## src/rtl/pipe_sequencer.sv

```systemverilog
`default_nettype none
// +----------------------------------------------------------------------------+
// | Module   : pipe_sequencer                                                  |
// | Purpose  : run/halt/single-step control plus hazard-driven stage enables,  |
// |            flush strobes and saturating stall/flush counters.              |
// | Options  : PIPE_SEQ_STEP_EN builds the single-step state and its edge reg. |
// | Revision : 1.0 - initial release                                           |
// +----------------------------------------------------------------------------+
module pipe_sequencer #(
  parameter int CNT_W = 16
) (
  input  logic             clk,
  input  logic             rst,
  input  logic             run_req,
  input  logic             step_req,
  input  logic             halt_wb,
  input  logic             load_use,
  input  logic             branch_taken,
  output logic             pc_en,
  output logic             if_id_en,
  output logic             id_exe_en,
  output logic             exe_mem_en,
  output logic             mem_wb_en,
  output logic             if_id_flush,
  output logic             id_exe_flush,
  output logic [1:0]       state,
  output logic [CNT_W-1:0] stall_cnt,
  output logic [CNT_W-1:0] flush_cnt
);

  localparam logic [1:0]       C_IDLE   = 2'd0;
  localparam logic [1:0]       C_RUN    = 2'd1;
  localparam logic [1:0]       C_STEP   = 2'd2;
  localparam logic [1:0]       C_HALTED = 2'd3;
  localparam logic [CNT_W-1:0] C_CNT_MAX = {CNT_W{1'b1}};

  logic [1:0]       r_state;
  logic [1:0]       w_state_nxt;
  logic             r_run_prev;
  logic             w_run_edge;
  logic             w_step_edge;
  logic             w_advance;
  logic             w_stall_evt;
  logic             w_flush_evt;
  logic [CNT_W-1:0] r_stall_cnt;
  logic [CNT_W-1:0] r_flush_cnt;

  assign w_run_edge = run_req & ~r_run_prev;

`ifdef PIPE_SEQ_STEP_EN
  logic r_step_prev;

  always_ff @(posedge clk or negedge rst) begin
    if (!rst) r_step_prev <= 1'b0;
    else      r_step_prev <= step_req;
  end

  assign w_step_edge = step_req & ~r_step_prev;
`else
  // Single-step is not built; the input is kept only for port compatibility.
  logic w_unused_step;
  assign w_unused_step = step_req;
  assign w_step_edge   = 1'b0;
`endif

  // State register and request edge detector
  always_ff @(posedge clk or negedge rst) begin
    if (!rst) begin
      r_state    <= C_IDLE;
      r_run_prev <= 1'b0;
    end else begin
      r_state    <= w_state_nxt;
      r_run_prev <= run_req;
    end
  end

  // Next-state logic
  always_comb begin
    w_state_nxt = r_state;
    case (r_state)
      C_IDLE: begin
        if (w_run_edge)       w_state_nxt = C_RUN;
        else if (w_step_edge) w_state_nxt = C_STEP;
      end
      C_RUN: begin
        if (halt_wb)         w_state_nxt = C_HALTED;
        else if (w_run_edge) w_state_nxt = C_IDLE;
      end
`ifdef PIPE_SEQ_STEP_EN
      C_STEP:   w_state_nxt = halt_wb ? C_HALTED : C_IDLE;
`endif
      C_HALTED: w_state_nxt = C_HALTED;
      default:  w_state_nxt = C_IDLE;
    endcase
  end

  // Output logic: the branch in EXE is older than the load-use in ID, so it wins
  assign w_advance = ((r_state == C_RUN) || (r_state == C_STEP)) && !halt_wb;

  always_comb begin
    pc_en        = 1'b0;
    if_id_en     = 1'b0;
    id_exe_en    = 1'b0;
    exe_mem_en   = 1'b0;
    mem_wb_en    = 1'b0;
    if_id_flush  = 1'b0;
    id_exe_flush = 1'b0;
    if (w_advance) begin
      pc_en      = 1'b1;
      if_id_en   = 1'b1;
      id_exe_en  = 1'b1;
      exe_mem_en = 1'b1;
      mem_wb_en  = 1'b1;
      if (branch_taken) begin
        if_id_flush  = 1'b1;
        id_exe_flush = 1'b1;
      end else if (load_use) begin
        pc_en        = 1'b0;
        if_id_en     = 1'b0;
        id_exe_flush = 1'b1;
      end
    end
  end

  assign w_stall_evt = w_advance & load_use & ~branch_taken;
  assign w_flush_evt = w_advance & branch_taken;

  always_ff @(posedge clk or negedge rst) begin
    if (!rst) begin
      r_stall_cnt <= '0;
      r_flush_cnt <= '0;
    end else begin
      if (w_stall_evt && (r_stall_cnt != C_CNT_MAX)) r_stall_cnt <= r_stall_cnt + 1'b1;
      if (w_flush_evt && (r_flush_cnt != C_CNT_MAX)) r_flush_cnt <= r_flush_cnt + 1'b1;
    end
  end

  assign state     = r_state;
  assign stall_cnt = r_stall_cnt;
  assign flush_cnt = r_flush_cnt;

endmodule
`default_nettype wire

```

## config.mk

```make
export PLATFORM = sky130hd
export DESIGN_NAME = pipe_sequencer
export DESIGN_NICKNAME = d
export VERILOG_FILES = /design/src/rtl/pipe_sequencer.sv
export SDC_FILE = /design/constraint.sdc
export NUM_CORES = 1
export LEC_CHECK = 0
export CAP_MARGIN = 0
export CELL_PAD_IN_SITES_DETAIL_PLACEMENT = 1
export CELL_PAD_IN_SITES_GLOBAL_PLACEMENT = 1
export CORE_ASPECT_RATIO = 0.8
export CORE_MARGIN = 5
export CORE_UTILIZATION = 41
export CTS_BUF_LIST = sky130_fd_sc_hd__clkbuf_4 sky130_fd_sc_hd__clkbuf_8
export DETAILED_ROUTE_END_ITERATION = 12
export PLACE_DENSITY = 0.83
export SLEW_MARGIN = 20
export SYNTH_ARGS = -nofsm -noshare
export SYNTH_HDL_FRONTEND = slang
export SYNTH_SLANG_ARGS = --single-unit
```

## constraint.sdc

```tcl
create_clock -name clk -period 4 [get_ports clk]
set_clock_uncertainty 0.1 [all_clocks]
set_input_delay 0.6 -clock clk [delete_from_list [all_inputs] [get_ports clk]]
set_output_delay 0.6 -clock clk [all_outputs]
set_load 0.01 [all_outputs]
```

==> out/results.tsv, run 1 <==
metric	value	unit
Clock Latency Late Sink	0.28	ns
largest net degree at the start of global routing	36	
reg2reg end	stall_cnt[5]	
initial antenna violation count	0	
setup repair after global routing missed its margin	false	
vias per cell	5.32	
last element of the critical path	if_id_en	
post-cts gate resize count	0	
core area	4230	sq um
Synth top area share	48.2	%
pre-CTS WS	1.18	ns
outcome	completed	
CP Data Arrival Time	2.11	ns
Avg Synthesized Cell Area	10.7	sq um
post-CTS setup buffers	0	
nets@finish	231	
Slew @ Worst Pin	0.763	ns
Max Fclk	355	MHz
Detailed Place HPWL	3.61	mm
Pleak	1.04	nW
Die Height	69.5	microns
Top-Level Pins	48	
final setup vio count	0	
via count	1474	
Clock Sinks	35	
placed insts	269	
synth unique cells	36	
clk slew on worst S/H paths	0.07	ns
Setup TNS	0	ns
Final Critical Period	2.81	ns
Synth area leader	dfrtp_1	
DIE AREA	5870	sq um
First DRT Iteration DRCs	59	
TritonCTS Buffers	5	
R2R Setup Slk	1.73	ns
DRT Wirelength	4.70	mm
vias in the first global route	1618	
worst-path maximum fanout	6	
Routed Antenna Nets	0	
reg2reg path depth	6	
per-cell routed wire length	16.9	microns
CP Launch Type	primary input	
CTS Buffer Depth	2	
Net Count, Synth	181	
worst hold start	stall_cnt[15]	
cell area after layout	2420	sq um
CTS H-tree depth	2	
CTS tree	built	
Overall Power	1.17	mW
share of layout cells above drive strength 1	8.64	%
Setup crit end kind	primary output	
routability congestion estimate	0.851	
relative slew slack	48.7	%
Critical Path Source	halt_wb	
CP Class	in2out	
fin util	57.1	%
Synth Cell Area	1820	sq um
DIE WIDTH	84.4	microns
power density over cell area	485	nW/um^2
Synth Instances	169	
FF+latch count, synth	35	
first-pass GRT wire length	8.18	mm
area grow syn2layout	33.1	%
final-report max-slew violation count	0	
Setup WS post-layout	1.19	ns
Final period util	70.3	%
Max Cap Violations	0	
Area contributors post-synth	dfrtp_1, xnor2_1, xor2_1	
Ys Warns	0	
worst path required time	3.30	ns
DP Area	2330	sq um
CTS Root Cell	clkbuf_8	
Max VDD drop	0.000275	V
worst hold path type	reg2reg	
GRT Util Overall	17.1	%
TritonRoute pass-1 iters	4	
diode count	0	
hold slack	0.402	ns
Row Count	21	
post-synthesis sequential area ratio	48.2	%
Starting Density	42.9	%
Layout Cells excl Fill	277	
RR Startpoint	state[0]	
# DRC	0	
cts hold-fix bufs	0	
port bufs	46	
Fin. Hold Viols	0	
GRT overflow	0	
-- cells by family (layout without fill, tap and decap cells) --
kind of cell	after synthesis	after routing	synth area share [%]
simple gates	73	73	23.8
flops	35	35	48.2
xor+xnor	28	28	13.5
compound gates	12	12	5.44
buf+inv	12	63	3.10
fa+ha+maj	5	5	3.45
mux	4	4	2.48
-- cell usage in the layout (no fill, tap or decap), types with 3 or more instances in the layout --
master and n:
a21oi_1 3, and3_1 3, clkbuf_8 5, clkdlybuf4s50_1 46
dfrtp_1 35, ha_1 5, inv_1 8, mux2_2 4
nand2_1 6, nand3_1 10, nand4_1 13, nor2_1 10
nor3_1 9, nor4_1 5, or3_1 3, xnor2_1 14
xor2_1 14
-- critical path: stages --
cell             delay (ns)
clkdlybuf4s50_1        0.50
nand2b_1               0.22
a21oi_1                0.20
clkdlybuf4s50_1        0.59
-- how the worst min path moves through the flow --
| stage | to | slack [ns] | cells past startpoint |
|---|---|---|---|
| after floorplan | flush_cnt[0] | 0.20 | 0 |
| after global placement | flush_cnt[15] | 0.38 | 1 |
| after global routing | stall_cnt[15] | 0.44 | 1 |
| final | stall_cnt[15] | 0.40 | 1 |
| after CTS | stall_cnt[15] | 0.41 | 1 |
| after detailed placement | stall_cnt[15] | 0.39 | 1 |
-- per-layer routing --
| layer | wire length (microns) | vias up | GRT usage (%) |
|---|---|---|---|
| met5 | 0 | - | 0 |
| met4 | 50 | 0 | 5.27 |
| met3 | 173 | 5 | 3.80 |
| met2 | 2230 | 35 | 28.3 |
| met1 | 2240 | 733 | 22.3 |
| li1 | - | 701 | - |
-- area by class of cell --
class	instances	area (sq um)
tap	57	71.3
multi-input combinational	122	883
sequential	35	876
fill	481	1810
clock inverter	1	5.00
inverter	8	30.0
clock buffer	7	83.8
timing repair buffer	47	468
-- cell usage after synthesis --
cell,instances
or2_2,1
xnor2_1,14
nand4_2,1
nand3b_1,1
a211oi_1,1
a21oi_1,3
ha_1,5
nor3b_1,2
and3_1,3
o2111ai_1,2
nor2_1,10
nand4bb_1,1
or2_0,1
nor4_2,1
nand2_1,6
nand4_1,13
and4_2,1
buf_4,3
o211ai_1,1
nand3_1,10
nor3_1,9
o21ai_0,1
nor2b_1,1
xor2_1,14
clkbuf_1,1
nor4_1,5
a31oi_1,2
nand3b_4,1
nand2b_1,1
dfrtp_1,35
o22ai_1,1
and2_1,2
mux2_2,4
o41ai_4,1
inv_1,8
or3_1,3
-- power by group --
group	switching (mW)	internal (mW)
registers	0.0799	0.409
clock network	0.120	0.136
logic	0.197	0.231
-- flip-flops by register name, summed over array words and instances, names as in the netlist --
signal,count
state,2
stall_cnt,16
r_run_prev,1
flush_cnt,16
No activity file was read; power rests on OpenSTA's default activity.
==> run 2: changes to the inputs <==
--- a/config.mk
+++ b/config.mk
@@ -10,10 +10,10 @@
 export CELL_PAD_IN_SITES_GLOBAL_PLACEMENT = 1
 export CORE_ASPECT_RATIO = 0.8
 export CORE_MARGIN = 5
-export CORE_UTILIZATION = 41
+export CORE_UTILIZATION = 35
 export CTS_BUF_LIST = sky130_fd_sc_hd__clkbuf_4 sky130_fd_sc_hd__clkbuf_8
 export DETAILED_ROUTE_END_ITERATION = 12
-export PLACE_DENSITY = 0.83
+export PLACE_DENSITY = 0.75
 export SLEW_MARGIN = 20
 export SYNTH_ARGS = -nofsm -noshare
 export SYNTH_HDL_FRONTEND = slang
==> constraint.sdc (replaced) <==
create_clock -name clk -period 2.4 [get_ports clk]
set_clock_uncertainty 0.1 [all_clocks]
set_input_delay 0.36 -clock clk [delete_from_list [all_inputs] [get_ports clk]]
set_output_delay 0.36 -clock clk [all_outputs]
set_load 0.01 [all_outputs]
==> run 2 against run 1 <==
Against the previous run: combinational power grew 76%; cell count grew 2.9%; worst hold slack lost 0.013 ns; core utilization shrank 8.1 points; via count grew 0.81%; cell area grew 1.6%; worst setup slack lost 1.0 ns; highest routed layer unchanged.
==> out/results.tsv, run 2 (same netlist as run 1, synthesis figures left out) <==
metric	value	unit
# DRC	0	
worst hold path type	in2async	
Slew @ Worst Pin	0.630	ns
diode count	0	
pre-CTS WS	0.122	ns
Detailed Place HPWL	3.09	mm
CP Launch Type	flop	
CTS tree	built	
First DRT Iteration DRCs	12	
final-report max-slew violation count	0	
Layout fillers	575	
initial antenna violation count	0	
commonest non-fill, non-tap cell in the layout	clkdlybuf4s50_1	
CTS Buffer Depth	2	
Sequential Power Share	40.8	%
Setup crit end kind	primary output	
cts hold-fix bufs	0	
Multi-input gate area	896	sq um
power density over cell area	801	nW/um^2
largest net degree at the start of global routing	36	
Critical Path Source	state[1]	
DIE AREA	6740	sq um
area grow syn2layout	35.2	%
CP Class	reg2out	
Max Cap Violations	0	
Row Count	23	
Top-Level Pins	48	
core area	5010	sq um
CP Data Arrival Time	1.78	ns
Setup WS post-layout	0.160	ns
Net Sw Frac	34.0	%
worst-path cell chain	inv_1 > ha_4 > nand2b_1 > nor2_1 > clkdlybuf4s50_1	
DIE WIDTH	90.5	microns
TritonRoute pass-1 iters	4	
port bufs	46	
worst-path maximum fanout	3	
CTS Root Cell	clkbuf_8	
CTS H-tree depth	2	
per-cell routed wire length	14.5	microns
highest-count cells in the layout ignoring fill and taps	clkdlybuf4s50_1, dfrtp_1, xnor2_1, xor2_1, nand4_1	
vias per cell	5.21	
Final Critical Period	2.24	ns
setup repair after global routing missed its margin	false	
largest stage delay on the critical path	0.54	ns
outcome	completed	
GRT overflow	0	
Clock power frac	20.9	%
Max VDD drop	0.000473	V
relative slew slack	57.6	%
via count	1486	
Final period util	93.3	%
TritonCTS Buffers	5	
first-pass GRT wire length	7.06	mm
Setup TNS	0	ns
routability congestion estimate	0.797	
nets@finish	234	
Fin. Hold Viols	0	
Pleak	1.07	nW
DRT Wirelength	4.13	mm
Clock Latency Late Sink	0.28	ns
switching pwr	668	uW
share of layout cells above drive strength 1	10.3	%
Die Height	74.4	microns
Clock Sinks	35	
RR Startpoint	state[1]	
Starting Density	36.3	%
final setup vio count	0	
internal power	1.30	mW
FF+latch area	876	sq um
GRT Util Overall	12.8	%
Max Fclk	446	MHz
worst path required time	1.94	ns
Routed Antenna Nets	0	
Slowest-stage cell, CP	clkdlybuf4s50_1	
clk slew on worst S/H paths	0.08	ns
Comb pwr share	38.3	%
vias in the first global route	1516	
-- run 2: cell count changes in the layout (fill, tap and decap cells not counted) --
cell,change
ha_1,-1
clkinv_2,+2
dlygate4sd2_1,+1
buf_4,+3
clkbuf_4,-2
dlymetal6s2s_1,+1
clkdlybuf4s50_1,-2
ha_4,+1
-- run 2: worst paths after layout --
path / endpoint / slack (ns) / cells past startpoint
max in group asynchronous: flush_cnt[14] / 1.51 / 2
min in group clk: flush_cnt[15] / 0.40 / 1
worst min-delay path: state[0] / 0.39 / 2
worst min register to register: flush_cnt[15] / 0.40 / 1
worst max-delay path: id_exe_flush / 0.16 / 5
worst max register to register: stall_cnt[6] / 0.42 / 6
-- run 2: stage by stage --
step / hold slack, ns / cell area [sq um] / utilization [%] / power (mW) / cells
floorplan: -0.0356 / 1820 / - / 1.17 / 169
global placement: 0.384 / 2340 / 46.8 / 1.51 / 275
detailed placement: 0.390 / 2340 / 46.8 / 1.53 / 275
CTS: 0.404 / 2440 / 48.7 / 1.98 / 285
global route: 0.431 / 2450 / 49.0 / 2.09 / 285
finish: 0.389 / 2450 / 49.0 / 1.97 / 285
-- run 2: power by group through the flow --
| stage | clock, mW | sequential (mW) | combinational (mW) |
|---|---|---|---|
| 2_1_floorplan | 0 | 0.844 | 0.330 |
| 3_3_place_gp | 0 | 0.826 | 0.687 |
| 3_5_place_dp | 0 | 0.827 | 0.704 |
| 4_1_cts | 0.433 | 0.805 | 0.740 |
| 5_1_grt | 0.451 | 0.821 | 0.823 |
| 6_report | 0.411 | 0.802 | 0.754 |
-- run 2: final cells by class --
cell class,instances,area share [%]
Timing Repair Buffer,50,20.0
Tap cell,62,3.16
Multi-Input combinational cell,122,36.5
Sequential cell,35,35.7
Clock inverter,3,0.612
Inverter,8,1.22
Clock buffer,5,2.80
-- run 2: what timing repair did --
action,4_1_cts,5_1_grt
setup endpoints to repair,3,4
cloned,0,0
pin swaps,0,0
buffers inserted,2,0
resized for setup,1,2
-- run 2: worst max-delay path, delay by kind of cell (launching register included) --
family | cells | cell delay (ns)
and+or+nand+nor | 2 | 0.20
buffers and inverters | 2 | 0.64
DFF | 1 | 0.35
adders and majority gates | 1 | 0.30
-- run 2: per-layer routing --
metal | vias to the layer above | global-route usage (%) | part of all wire (%)
met5 | - | 0 | 0
met3 | 4 | 3.74 | 4.4
li1 | 712 | - | -
met4 | 0 | 3.47 | 0.58
met1 | 740 | 16.8 | 49
met2 | 30 | 21.0 | 46
==> run 3: changes to the inputs <==
--- a/config.mk
+++ b/config.mk
@@ -10,11 +10,12 @@
 export CELL_PAD_IN_SITES_GLOBAL_PLACEMENT = 1
 export CORE_ASPECT_RATIO = 0.8
 export CORE_MARGIN = 5
-export CORE_UTILIZATION = 35
+export CORE_UTILIZATION = 45
 export CTS_BUF_LIST = sky130_fd_sc_hd__clkbuf_4 sky130_fd_sc_hd__clkbuf_8
 export DETAILED_ROUTE_END_ITERATION = 12
-export PLACE_DENSITY = 0.75
-export SLEW_MARGIN = 20
+export DONT_BUFFER_PORTS = 1
+export PLACE_DENSITY = 0.73
+export RECOVER_POWER = 100
 export SYNTH_ARGS = -nofsm -noshare
 export SYNTH_HDL_FRONTEND = slang
 export SYNTH_SLANG_ARGS = --single-unit
==> run 3 against run 2 <==
Against the previous run: fmax grew 5.6%; largest power group unchanged; via count is 9.6% lower; combinational power down 44%; worst setup slack better by 0.12 ns; clock-buffer cell count grew 2.
==> out/results.tsv, run 3 (same netlist as run 1, synthesis figures left out) <==
metric	value	unit
Overall Power	1.69	mW
CTS Root Cell	clkbuf_8	
worst-path maximum fanout	8	
RR Startpoint	flush_cnt[8]	
TritonRoute pass-1 iters	4	
First DRT Iteration DRCs	48	
TritonCTS Buffers	5	
Top-Level Pins	48	
per-cell routed wire length	18.0	microns
Detailed Place HPWL	3.15	mm
share of layout cells above drive strength 1	10.1	%
# DRC	0	
Clock Sinks	35	
worst hold path type	in2reg	
CTS Buffer Depth	2	
CTS tree	built	
Layout Cells excl Fill	233	
final-report max-slew violation count	0	
highest-count cells in the layout ignoring fill and taps	dfrtp_1, xnor2_1, xor2_1	
Pleak	0.882	nW
Max Fclk	471	MHz
post-cts gate resize count	0	
vias per cell	5.76	
reg2reg path depth	4	
CP Data Arrival Time	2.18	ns
setup repair after global routing missed its margin	false	
Max VDD drop	0.000527	V
Final Critical Period	2.12	ns
placed insts	222	
core area	3850	sq um
DIE WIDTH	81.0	microns
power density over cell area	864	nW/um^2
Starting Density	47.1	%
CP Launch Type	flop	
relative slew slack	42.4	%
routability congestion estimate	0.871	
DIE AREA	5410	sq um
Setup TNS	0	ns
Final period util	88.4	%
Slew @ Worst Pin	0.863	ns
largest net degree at the start of global routing	36	
reg2reg end	flush_cnt[13]	
nets@finish	189	
GRT overflow	0	
CTS H-tree depth	2	
commonest non-fill, non-tap cell in the layout	dfrtp_1	
CP Class	reg2reg	
port bufs	0	
GRT Util Overall	17.5	%
Worst Hold Path EP	state[0]	
clk slew on worst S/H paths	0.07	ns
Clock Latency Late Sink	0.28	ns
Routed Antenna Nets	0	
Fin. Hold Viols	0	
R2R Setup Slk	0.28	ns
hold path cells	2	
first-pass GRT wire length	7.24	mm
outcome	completed	
worst hold start	halt_wb	
DRT Wirelength	4.19	mm
final setup vio count	0	
Row Count	20	
area grow syn2layout	8.06	%
Setup crit end kind	flop	
initial antenna violation count	0	
worst path required time	2.45	ns
Max Cap Violations	0	
vias in the first global route	1443	
Layout fillers	446	
diode count	0	
Die Height	66.8	microns
via count	1343	
run 3: cell types whose count changed in the layout (fill, tap and decap cells not counted), sizes merged:
cell           delta
dlygate4sd3       +2
dlygate4sd2       -1
dlymetal6s2s      -1
buf               -4
clkinv            -2
clkdlybuf4s50    -44
clkbuf            +5
run 3: worst max path at each step:
stage	from	end	slack (ns)	cells past startpoint
final	flush_cnt[8]	flush_cnt[13]	0.28	4
after global routing	flush_cnt[9]	flush_cnt[9]	0.08	4
after CTS	state[1]	stall_cnt[13]	0.30	6
after detailed placement	state[1]	stall_cnt[13]	0.31	6
after global placement	state[1]	stall_cnt[15]	0.37	6
after floorplan	state[0]	flush_cnt[12]	0.37	7
run 3: layer usage:
layer	up-vias	routed length (microns)	GRT usage, %
met5	-	0	0
met4	0	34	4.64
met3	5	266	5.41
met2	37	2000	28.4
met1	680	1890	22.5
li1	621	-	-
run 3: critical path: stages, from the launching register on:
cell and delay [ns]:
dfrtp_1 0.49, nand4_1 0.27, o41ai_2 0.79, nor3_1 0.16
xor2_1 0.18
run 3: final cells by class:
cell class              instances  area (sq um)  share of cell area [%]
flip-flops and latches         35           876                    44.6
clock inverters                 1          5.00                   0.255
well taps                      55          68.8                    3.51
repair buffers                  5          32.5                    1.66
clock buffers                   7          83.8                    4.27
inverters                       8          30.0                    1.53
multi-input cells             122           866                    44.1
run 3: through the flow:
step,util [%],worst slack (ns),area (sq um),hold WS (ns)
2_1_floorplan,-,0.366,1820,-0.0356
3_3_place_gp,48.6,0.371,1870,-0.0348
3_5_place_dp,48.6,0.312,1870,-0.0349
4_1_cts,51.7,0.305,1990,0.00204
5_1_grt,50.9,0.0816,1960,0.209
6_report,50.9,0.279,1960,0.189
run 3: power by group:
| part | switching (mW) | internal, mW |
|---|---|---|
| combinational | 0.264 | 0.156 |
| sequential | 0.164 | 0.681 |
| clock | 0.204 | 0.226 |
| total | 0.631 | 1.06 |
run 3: repair_timing:
item                                   4_1_cts  5_1_grt
hold buffers                                 2        1
endpoints found under the hold margin       35        1
setup buffers                                0        0
